==> config.mk <==
export PLATFORM = sky130hd
export DESIGN_NAME = mem_arbiter
export DESIGN_NICKNAME = d
export VERILOG_FILES = /design/src/rtl/arb_pkg.sv /design/src/rtl/arb_sat_counter.sv /design/src/rtl/mem_arbiter.sv
export SDC_FILE = /design/constraint.sdc
export NUM_CORES = 1
export LEC_CHECK = 0
export CORE_MARGIN = 2
export CORE_UTILIZATION = 30
export CTS_BUF_LIST = sky130_fd_sc_hd__clkbuf_4 sky130_fd_sc_hd__clkbuf_8 sky130_fd_sc_hd__clkbuf_16
export DETAILED_ROUTE_END_ITERATION = 6
export SETUP_SLACK_MARGIN = 0.1
export SYNTH_ARGS = -nofsm -noshare
export SYNTH_HDL_FRONTEND = slang
export SYNTH_HIERARCHICAL = 1
export SYNTH_SLANG_ARGS = --single-unit
==> constraint.sdc <==
create_clock -name clk -period 4.5 [get_ports clk]
set_input_delay 0.9 -clock clk [delete_from_list [all_inputs] [get_ports clk]]
set_output_delay 0.9 -clock clk [all_outputs]
set_load 0.01 [all_outputs]
==> src/rtl/arb_pkg.sv <==
// Shared types and defaults for the unified instruction/data memory arbiter.
package arb_pkg;

  typedef enum logic [1:0] {
    ARB_IDLE    = 2'd0,
    ARB_BUSY_IF = 2'd1,
    ARB_BUSY_D  = 2'd2
  } arb_state_t;

  localparam logic [2:0] FUNCT3_WORD      = 3'b010;
  localparam int         STARVE_LIMIT_DEF = 4;
  localparam int         TIMEOUT_DEF      = 255;

endpackage

==> src/rtl/arb_sat_counter.sv <==
// Saturating up-counter with synchronous clear; used for arbiter bookkeeping.
module arb_sat_counter #(
  parameter int               WIDTH = 32,
  parameter logic [WIDTH-1:0] MAX   = '1
) (
  input  logic             clk,
  input  logic             n_rst,
  input  logic             clr,
  input  logic             inc,
  output logic [WIDTH-1:0] cnt
);

  // NOTE: sequential state uses non-blocking assignments so every flop samples pre-edge values.
  always_ff @(posedge clk or negedge n_rst) begin
    if (!n_rst) begin
      cnt <= '0;
    end else if (clr) begin
      cnt <= '0;
    end else if (inc && (cnt != MAX)) begin
      cnt <= cnt + WIDTH'(1);
    end
  end

endmodule

==> src/rtl/mem_arbiter.sv <==
// Fetch/load-store arbiter for a single-ported unified memory with starvation guard and timeout.
// Optional performance counters are built when ARB_PERF_CNT_EN is defined.
module mem_arbiter
  import arb_pkg::*;
#(
  parameter int STARVE_LIMIT = STARVE_LIMIT_DEF,
  parameter int TIMEOUT      = TIMEOUT_DEF
) (
  input  logic        clk,
  input  logic        n_rst,
  input  logic        if_req,
  input  logic [31:0] if_addr,
  output logic        if_gnt,
  output logic        if_rvalid,
  output logic [31:0] if_rdata,
  input  logic        d_req,
  input  logic        d_we,
  input  logic [31:0] d_addr,
  input  logic [31:0] d_wdata,
  input  logic [2:0]  d_funct3,
  output logic        d_gnt,
  output logic        d_rvalid,
  output logic [31:0] d_rdata,
  output logic        mem_req,
  output logic        mem_we,
  output logic [31:0] mem_addr,
  output logic [31:0] mem_wdata,
  output logic [2:0]  mem_funct3,
  input  logic        mem_ready,
  input  logic [31:0] mem_rdata,
  output logic        mem_err,
  output logic        cpu_stall,
  output logic [31:0] perf_if_cnt,
  output logic [31:0] perf_d_cnt,
  output logic [31:0] perf_stall_cnt
);

  localparam int SW = $clog2(STARVE_LIMIT + 1);
  localparam int TW = $clog2(TIMEOUT + 1);

  arb_state_t    state;
  logic [31:0]   addr_q;
  logic [31:0]   wdata_q;
  logic [2:0]    funct3_q;
  logic          we_q;
  logic [SW-1:0] starve_cnt;
  logic [TW-1:0] tmo_cnt;
  logic          busy;
  logic          starved;
  logic          d_win;
  logic          if_win;
  logic          tmo_hit;
  logic          done;

  assign busy    = (state != ARB_IDLE);
  assign starved = if_req && (starve_cnt == SW'(STARVE_LIMIT));
  // Grants are combinational, so they are masked while reset holds the FSM.
  assign d_win   = n_rst && !busy && d_req && !starved;
  assign if_win  = n_rst && !busy && if_req && !d_win;
  assign d_gnt   = d_win;
  assign if_gnt  = if_win;

  assign tmo_hit = busy && !mem_ready && (tmo_cnt == TW'(TIMEOUT - 1));
  assign done    = busy && (mem_ready || tmo_hit);

  // The memory only ever sees the captured request, never the live ports.
  assign mem_addr   = addr_q;
  assign mem_wdata  = wdata_q;
  assign mem_funct3 = funct3_q;
  assign mem_we     = mem_req & we_q;

  assign cpu_stall = (if_req & ~if_rvalid) | (d_req & ~d_rvalid);

  arb_sat_counter #(.WIDTH(SW), .MAX(SW'(STARVE_LIMIT))) u_starve (
    .clk(clk), .n_rst(n_rst), .clr(!if_req || if_win), .inc(d_win), .cnt(starve_cnt)
  );

  arb_sat_counter #(.WIDTH(TW), .MAX(TW'(TIMEOUT))) u_tmo (
    .clk(clk), .n_rst(n_rst), .clr(!busy), .inc(busy && !mem_ready), .cnt(tmo_cnt)
  );

  always_ff @(posedge clk or negedge n_rst) begin
    if (!n_rst) begin
      state     <= ARB_IDLE;
      addr_q    <= '0;
      wdata_q   <= '0;
      funct3_q  <= '0;
      we_q      <= 1'b0;
      mem_req   <= 1'b0;
      if_rvalid <= 1'b0;
      if_rdata  <= '0;
      d_rvalid  <= 1'b0;
      d_rdata   <= '0;
      mem_err   <= 1'b0;
    end else begin
      if_rvalid <= 1'b0;
      d_rvalid  <= 1'b0;
      case (state)
        ARB_IDLE: begin
          if (d_win) begin
            addr_q   <= d_addr;
            wdata_q  <= d_wdata;
            funct3_q <= d_funct3;
            we_q     <= d_we;
            mem_req  <= 1'b1;
            state    <= ARB_BUSY_D;
          end else if (if_win) begin
            addr_q   <= if_addr;
            wdata_q  <= '0;
            funct3_q <= FUNCT3_WORD;
            we_q     <= 1'b0;
            mem_req  <= 1'b1;
            state    <= ARB_BUSY_IF;
          end
        end
        ARB_BUSY_IF, ARB_BUSY_D: begin
          if (done) begin
            mem_req <= 1'b0;
            state   <= ARB_IDLE;
            if (!mem_ready) mem_err <= 1'b1;
            if (state == ARB_BUSY_IF) begin
              if_rvalid <= 1'b1;
              if_rdata  <= mem_ready ? mem_rdata : '0;
            end else begin
              d_rvalid <= 1'b1;
              d_rdata  <= (mem_ready && !we_q) ? mem_rdata : '0;
            end
          end
        end
        default: state <= ARB_IDLE;
      endcase
    end
  end

`ifdef ARB_PERF_CNT_EN
  arb_sat_counter #(.WIDTH(32)) u_perf_if (
    .clk(clk), .n_rst(n_rst), .clr(1'b0), .inc(if_win), .cnt(perf_if_cnt)
  );
  arb_sat_counter #(.WIDTH(32)) u_perf_d (
    .clk(clk), .n_rst(n_rst), .clr(1'b0), .inc(d_win), .cnt(perf_d_cnt)
  );
  arb_sat_counter #(.WIDTH(32)) u_perf_stall (
    .clk(clk), .n_rst(n_rst), .clr(1'b0), .inc(cpu_stall), .cnt(perf_stall_cnt)
  );
`else
  assign perf_if_cnt    = '0;
  assign perf_d_cnt     = '0;
  assign perf_stall_cnt = '0;
`endif

endmodule

==> metrics, run 1 <==
# nets final=around 950; hold_buf cts=0; share of cells above drive strength 1=6.93%; antenna cells=0; DRC violations left=0; CTS tree=yes; Clock Path Buffers=2; PwrDens=626 nW/um2; largest net degree at the start of global routing=71; CP required=between 3 and 4 ns; I/O Buffers=275; Syn Inst Count=about 540; drt first pass iters=4; Clk pin slew, worst setup/hold paths=~0.070 ns; R2R Path End=mem_addr[4]; initial drt markers=between 200 and 250; crit path to=if_gnt; top post-synthesis cells by area=dfrtp_1 (55%), a22o_1 (13%), buf_4 (11%); fin cells=about 1100; Synth Register Bits=about 150; clock skew=a little over 0.01 ns; Switching Fraction=a little under a third; GR Util All Layers=around 16%; worst vdd ir=262 uV; Starting Density=roughly 30%; leading area contributor after synthesis=dfrtp_1; ys flop type=dfrtp_1; WL/cell=around 17 um; Yosys warning count=6; RD Place Congestion=between 0.7 and 0.8; max-cap violations=0; Core ar.=approximately 22000 um2; Max Slew Vio Count=0; overall routed net length=~19000 um; post-DP HPWL=roughly 13000 um; Leak Pwr=~4.5 nW; setup TNS=0 ns; vias per cell=4.66; library cells used by synthesis=between 50 and 60; NetSw=about 2 mW; Crit Path Category=primary input to output pin; hold crit path type=primary input to asynchronous set/reset pin; fmax=0.289 GHz; flop-to-flop setup slack=roughly 1.8 ns; fraction of registers with async set/reset=between 90% and 100%; Crit Path Max Fanout=4; Critical path origin=if_req; Post-synth EDFFs=0; post-cts gate resize count=0; status=finished, final reports clean; Setup Buffers After CTS=0; element type at the critical path start=primary input; Post-Syn Area per Cell=roughly 12 um2; Final Hold Fails=0; crit path DAT=2.56 ns; antenna violations before repair=0; mapped cell area=6750 um2; Worst-Skew Late Latency=between 0.4 and 0.5 ns; r2r startpoint=state[1]; Comb pwr share=40.4%; cells on worst reg2reg path=6; dpl cells=approximately 1100; Final min period=3.46 ns; # fillers=2069; Clock power frac=a little under a quarter; die area=around 24000 um2; vias in the first global route=between 5000 and 6000; Die Wd=about 150 um; TritonCTS Buffers=17; CTS root buf=clkbuf_16; via count=about 5100; CP endpoint kind=output pin; unrepaired setup endpoints after global routing=false; worst slew pin tran=~1 ns; Congestion Overflow GR=0; H-tree depth=4; final setup violation count=0; remaining antenna violation count=0; Core Rows=between 50 and 60; Internal Power=between 4 and 5 mW; Die Y=between 150 and 200 um; Syn-to-layout area delta=47.5%; clock sinks=149; Final period util=about three quarters; io pins=roughly 370; first-pass GRT wire length=29800 um; Seq/Total Area, Yosys=between 50% and 60%; relative slew slack=approximately 32%; sequential share of power=36.0%; Synth top area share=between 50% and 60%
==> cell usage in the layout (no fill, tap or decap), drive strengths merged, types with 6 or more instances in the layout <==
cell type / n
a221o: 32
a22o: 99
and3: 34
buf: 12
clkbuf: 18
clkdlybuf4s50: 274
conb: 96
dfrtp: 149
inv: 18
nand2: 6
nor2: 9
nor3: 6
==> per-stage QoR <==
| stage | util [%] | cell area (um2) | power [mW] | hold WS (ns) | worst slack, ns |
|---|---|---|---|---|---|
| 2_1_floorplan | - | 7100 | 3.37 | 0.493 | 1.89 |
| 3_3_place_gp | 42.5 | 9340 | 4.79 | 0.461 | 1.10 |
| 3_5_place_dp | 42.5 | 9340 | 4.80 | 0.475 | 1.04 |
| 4_1_cts | 45.3 | 9950 | 6.31 | 0.406 | 1.03 |
| 5_1_grt | 45.3 | 9950 | 6.58 | 0.419 | 0.826 |
| 6_report | 45.3 | 9950 | 6.23 | 0.407 | 1.04 |
==> per-layer routing <==
metal	wire length, um	GRT usage, %	up-vias
li1	-	-	2356
met1	8340	21.2	2550
met2	9180	25.0	225
met3	1450	5.72	12
met4	198	3.25	0
met5	0	0	-
==> worst max-delay path, stage by stage <==
cell and delay (ns):
clkdlybuf4s50_1 0.53, nand2_1 0.11, o31ai_4 0.27, and2_1 0.20
clkdlybuf4s50_1 0.55
==> flip-flops by register name, indices dropped and copies added, names as in the netlist <==
signal        count
state             2
mem_funct3        3
u_tmo/cnt         8
we_q              1
u_starve/cnt      3
d_rdata          32
mem_err           1
mem_wdata        32
mem_addr         32
if_rdata         32
d_rvalid          1
if_rvalid         1
mem_req           1
==> worst min-delay path by stage <==
stage,from,end,slack (ns),cells after the start
2_1_floorplan,state[1],state[1],0.49,1
6_report,n_rst,mem_wdata[8],0.41,1
5_1_grt,n_rst,mem_wdata[3],0.42,1
3_3_place_gp,mem_err,mem_err,0.46,1
3_5_place_dp,mem_err,mem_err,0.47,1
4_1_cts,n_rst,mem_wdata[8],0.41,1
==> logic make-up after synthesis <==
| group | share of synthesized area [%] |
|---|---|
| compound gates | 20.3 |
| fa+ha+maj | 0.927 |
| buf+inv | 14.7 |
| flops | 55.3 |
| mux | 1.00 |
| other cells | 0.0556 |
| simple gates | 7.75 |
==> power by group through the flow <==
stage | clock network, mW | registers, mW | logic [mW]
after global placement | 0 | 2.26 | 2.53
after CTS | 1.51 | 2.25 | 2.56
final | 1.47 | 2.24 | 2.52
after detailed placement | 0 | 2.25 | 2.55
after global routing | 1.57 | 2.32 | 2.69
after floorplan | 0 | 2.48 | 0.883
==> synthesized netlist by cell type, types with 2 or more instances <==
library cell and n:
mux2i_1 3, buf_6 10, buf_2 8, a22o_1 99
ha_1 5, and2_1 2, buf_4 99, nand2_1 5
nand4_1 2, nor2b_1 5, mux2_2 2, dfrtp_1 149
nand2b_1 5, o21ai_0 4, o21bai_1 2, a221o_1 32
nor3b_1 2, and3_1 34, nor2_1 8, nor3_1 4
nor3_2 2, nand3_1 4, a21oi_1 4, clkbuf_1 13
inv_1 11
==> area by class of cell <==
class	count	area [um2]	share of cell area (%)
inverters	11	41.3	0.415
well taps	280	350	3.52
clock inverters	14	166	1.67
clock buffers	18	439	4.41
repair buffers	286	2840	28.5
flip-flops and latches	149	3730	37.5
multi-input cells	345	2390	24.0
Power figures use the tool's default switching activity.
==> inputs of run 2 (changes only) <==
Settings changed: PLACE_DENSITY set to 0.67.
Clock period 4.5 ns to 2.8 ns, I/O delays scaled along.
==> metrics, run 2 (synthesized netlist as in run 1, its figures left out) <==
vias in the first global route=5152 (+1.2%); fin cells=1109 (+0.54%); GR Util All Layers=15.9% (about the same); DRC violations left=0 (unchanged); initial drt markers=340 (+59%); hold crit path type=primary input to asynchronous set/reset pin; vias per cell=4.67 (about the same); first-pass GRT wire length=30000 um (+0.53%); Crit Path Max Fanout=4 (unchanged); Setup Buffers After CTS=0 (unchanged); max-cap violations=0 (unchanged); worst hold margin=0.206 ns (-0.201 ns); share of cells above drive strength 1=7.72% (+0.79 points); antenna violations before repair=0 (unchanged); RD Place Congestion=0.783 (-0.79%); Leak Pwr=4.58 nW (+1.3%); I/O Buffers=275 (unchanged); CP endpoint kind=output pin; Starting Density=30.7% (unchanged); H-tree depth=4 (unchanged); hold_buf cts=0 (unchanged); CP required=2.24 ns (-1.36 ns); DP Area=9420 um2 (+0.78%); largest net degree at the start of global routing=150 (+110%); crit path DAT=1.99 ns (-0.57 ns); drt first pass iters=4 (unchanged); Clk pin slew, worst setup/hold paths=0.07 ns (about the same); dpl cells=1077 (+0.56%); via count=5176 (+0.64%); # nets final=958 (+0.63%); CTS root buf=clkbuf_16; overall routed net length=19200 um (+0.17%); Final period util=slightly above 90%; setup TNS=0 ns (unchanged); Clock Path Buffers=2 (unchanged); Core ar.=22000 um2 (unchanged); Final Hold Fails=0 (unchanged); fmax=0.392 GHz; final setup violation count=0 (unchanged); Worst-Skew Late Latency=0.42 ns (about the same); Die Wd=154 um (unchanged); Max Slew Vio Count=0 (unchanged); io pins=372 (unchanged); clock skew=0.0103 ns (+0.0000917 ns); commonest cells after routing, fill and taps aside=clkdlybuf4s50_1 (272), dfrtp_1 (149), a22o_1 (99), conb_1 (96), and3_1 (34); Congestion Overflow GR=0 (unchanged); final instance area=10000 um2 (+0.60%); die area=23700 um2 (unchanged); Syn-to-layout area delta=48.3%; TritonCTS Buffers=17 (unchanged); status=finished, final reports clean; relative slew slack=38.6% (+6.3 points); worst vdd ir=422 uV (+61%); antenna cells=0 (unchanged); post-DP HPWL=13400 um (about the same); Power Total=9.96 mW (+60%); Core Rows=54 (unchanged); Die Y=154 um (unchanged); unrepaired setup endpoints after global routing=false; most common cell after layout, fill and taps aside=clkdlybuf4s50_1; PwrDens=996 nW/um2 (+59%); Final min period=approximately 2.5 ns; Crit Path Category=primary input to output pin; WL/cell=17.3 um (-0.38%); clock sinks=149 (unchanged); element type at the critical path start=primary input; worst slew pin tran=0.922 ns (-0.0938 ns); CTS tree=yes; remaining antenna violation count=0 (unchanged)
-- run 2: cell count changes in the layout (fill, tap and decap cells not counted), moves of 2 or more --
cell	change
inv_6	+3
buf_12	+2
dlymetal6s2s_1	+2
clkdlybuf4s50_1	-2
buf_4	+3
-- run 2: layer usage --
metal  up-vias  part of all wire (%)  GRT usage (%)  wire length, um
li1       2377                     -              -                -
met1      2549                    44           21.4             8380
met2       230                    48           24.7             9140
met3        20                   7.5           5.30             1450
met4         0                   1.3           4.23              245
met5         -                     0              0                0
-- run 2: layout make-up --
type                    count  area (um2)
inverters                  11        41.3
clock buffers              17         425
fillers                  2038       12000
repair buffers            292        2920
well taps                 280         350
flip-flops and latches    149        3730
clock inverters            15         159
multi-input cells         345        2390
-- run 2: worst max-delay path, stage by stage --
cell,delay [ns]
clkdlybuf4s50_1,0.52
inv_1,0.08
o22ai_1,0.20
clkdlybuf4s50_1,0.62
-- run 2: final timing paths --
path | start | to | slack (ns) | cells after the start
max | if_req | cpu_stall | 0.25 | 4
max reg2reg | state[0] | u_tmo/cnt[5] | 0.59 | 7
max in group asynchronous | n_rst | if_rvalid | 1.82 | 2
min | n_rst | mem_req | 0.21 | 2
min in group clk | mem_wdata[4] | mem_wdata[4] | 0.50 | 1
min reg2reg | mem_wdata[4] | mem_wdata[4] | 0.50 | 1
-- run 2: power breakdown --
group | switching, mW | internal [mW] | total (mW)
sequential | 0.536 | 3.06 | 3.60
clock | 1.02 | 1.26 | 2.28
combinational | 1.61 | 2.47 | 4.09
-- run 2: timing repair --
| item | CTS | global route |
|---|---|---|
| setup endpoints to repair | 1 | 2 |
| endpoints found under the hold margin | 0 | 0 |
| gates resized for setup | 0 | 3 |
-- run 2: through the flow --
stage	util (%)	setup WS (ns)
global route	45.6	0.176
detailed placement	42.9	0.0941
floorplan	-	0.697
global placement	42.9	0.134
finish	45.6	0.251
CTS	45.5	0.0931
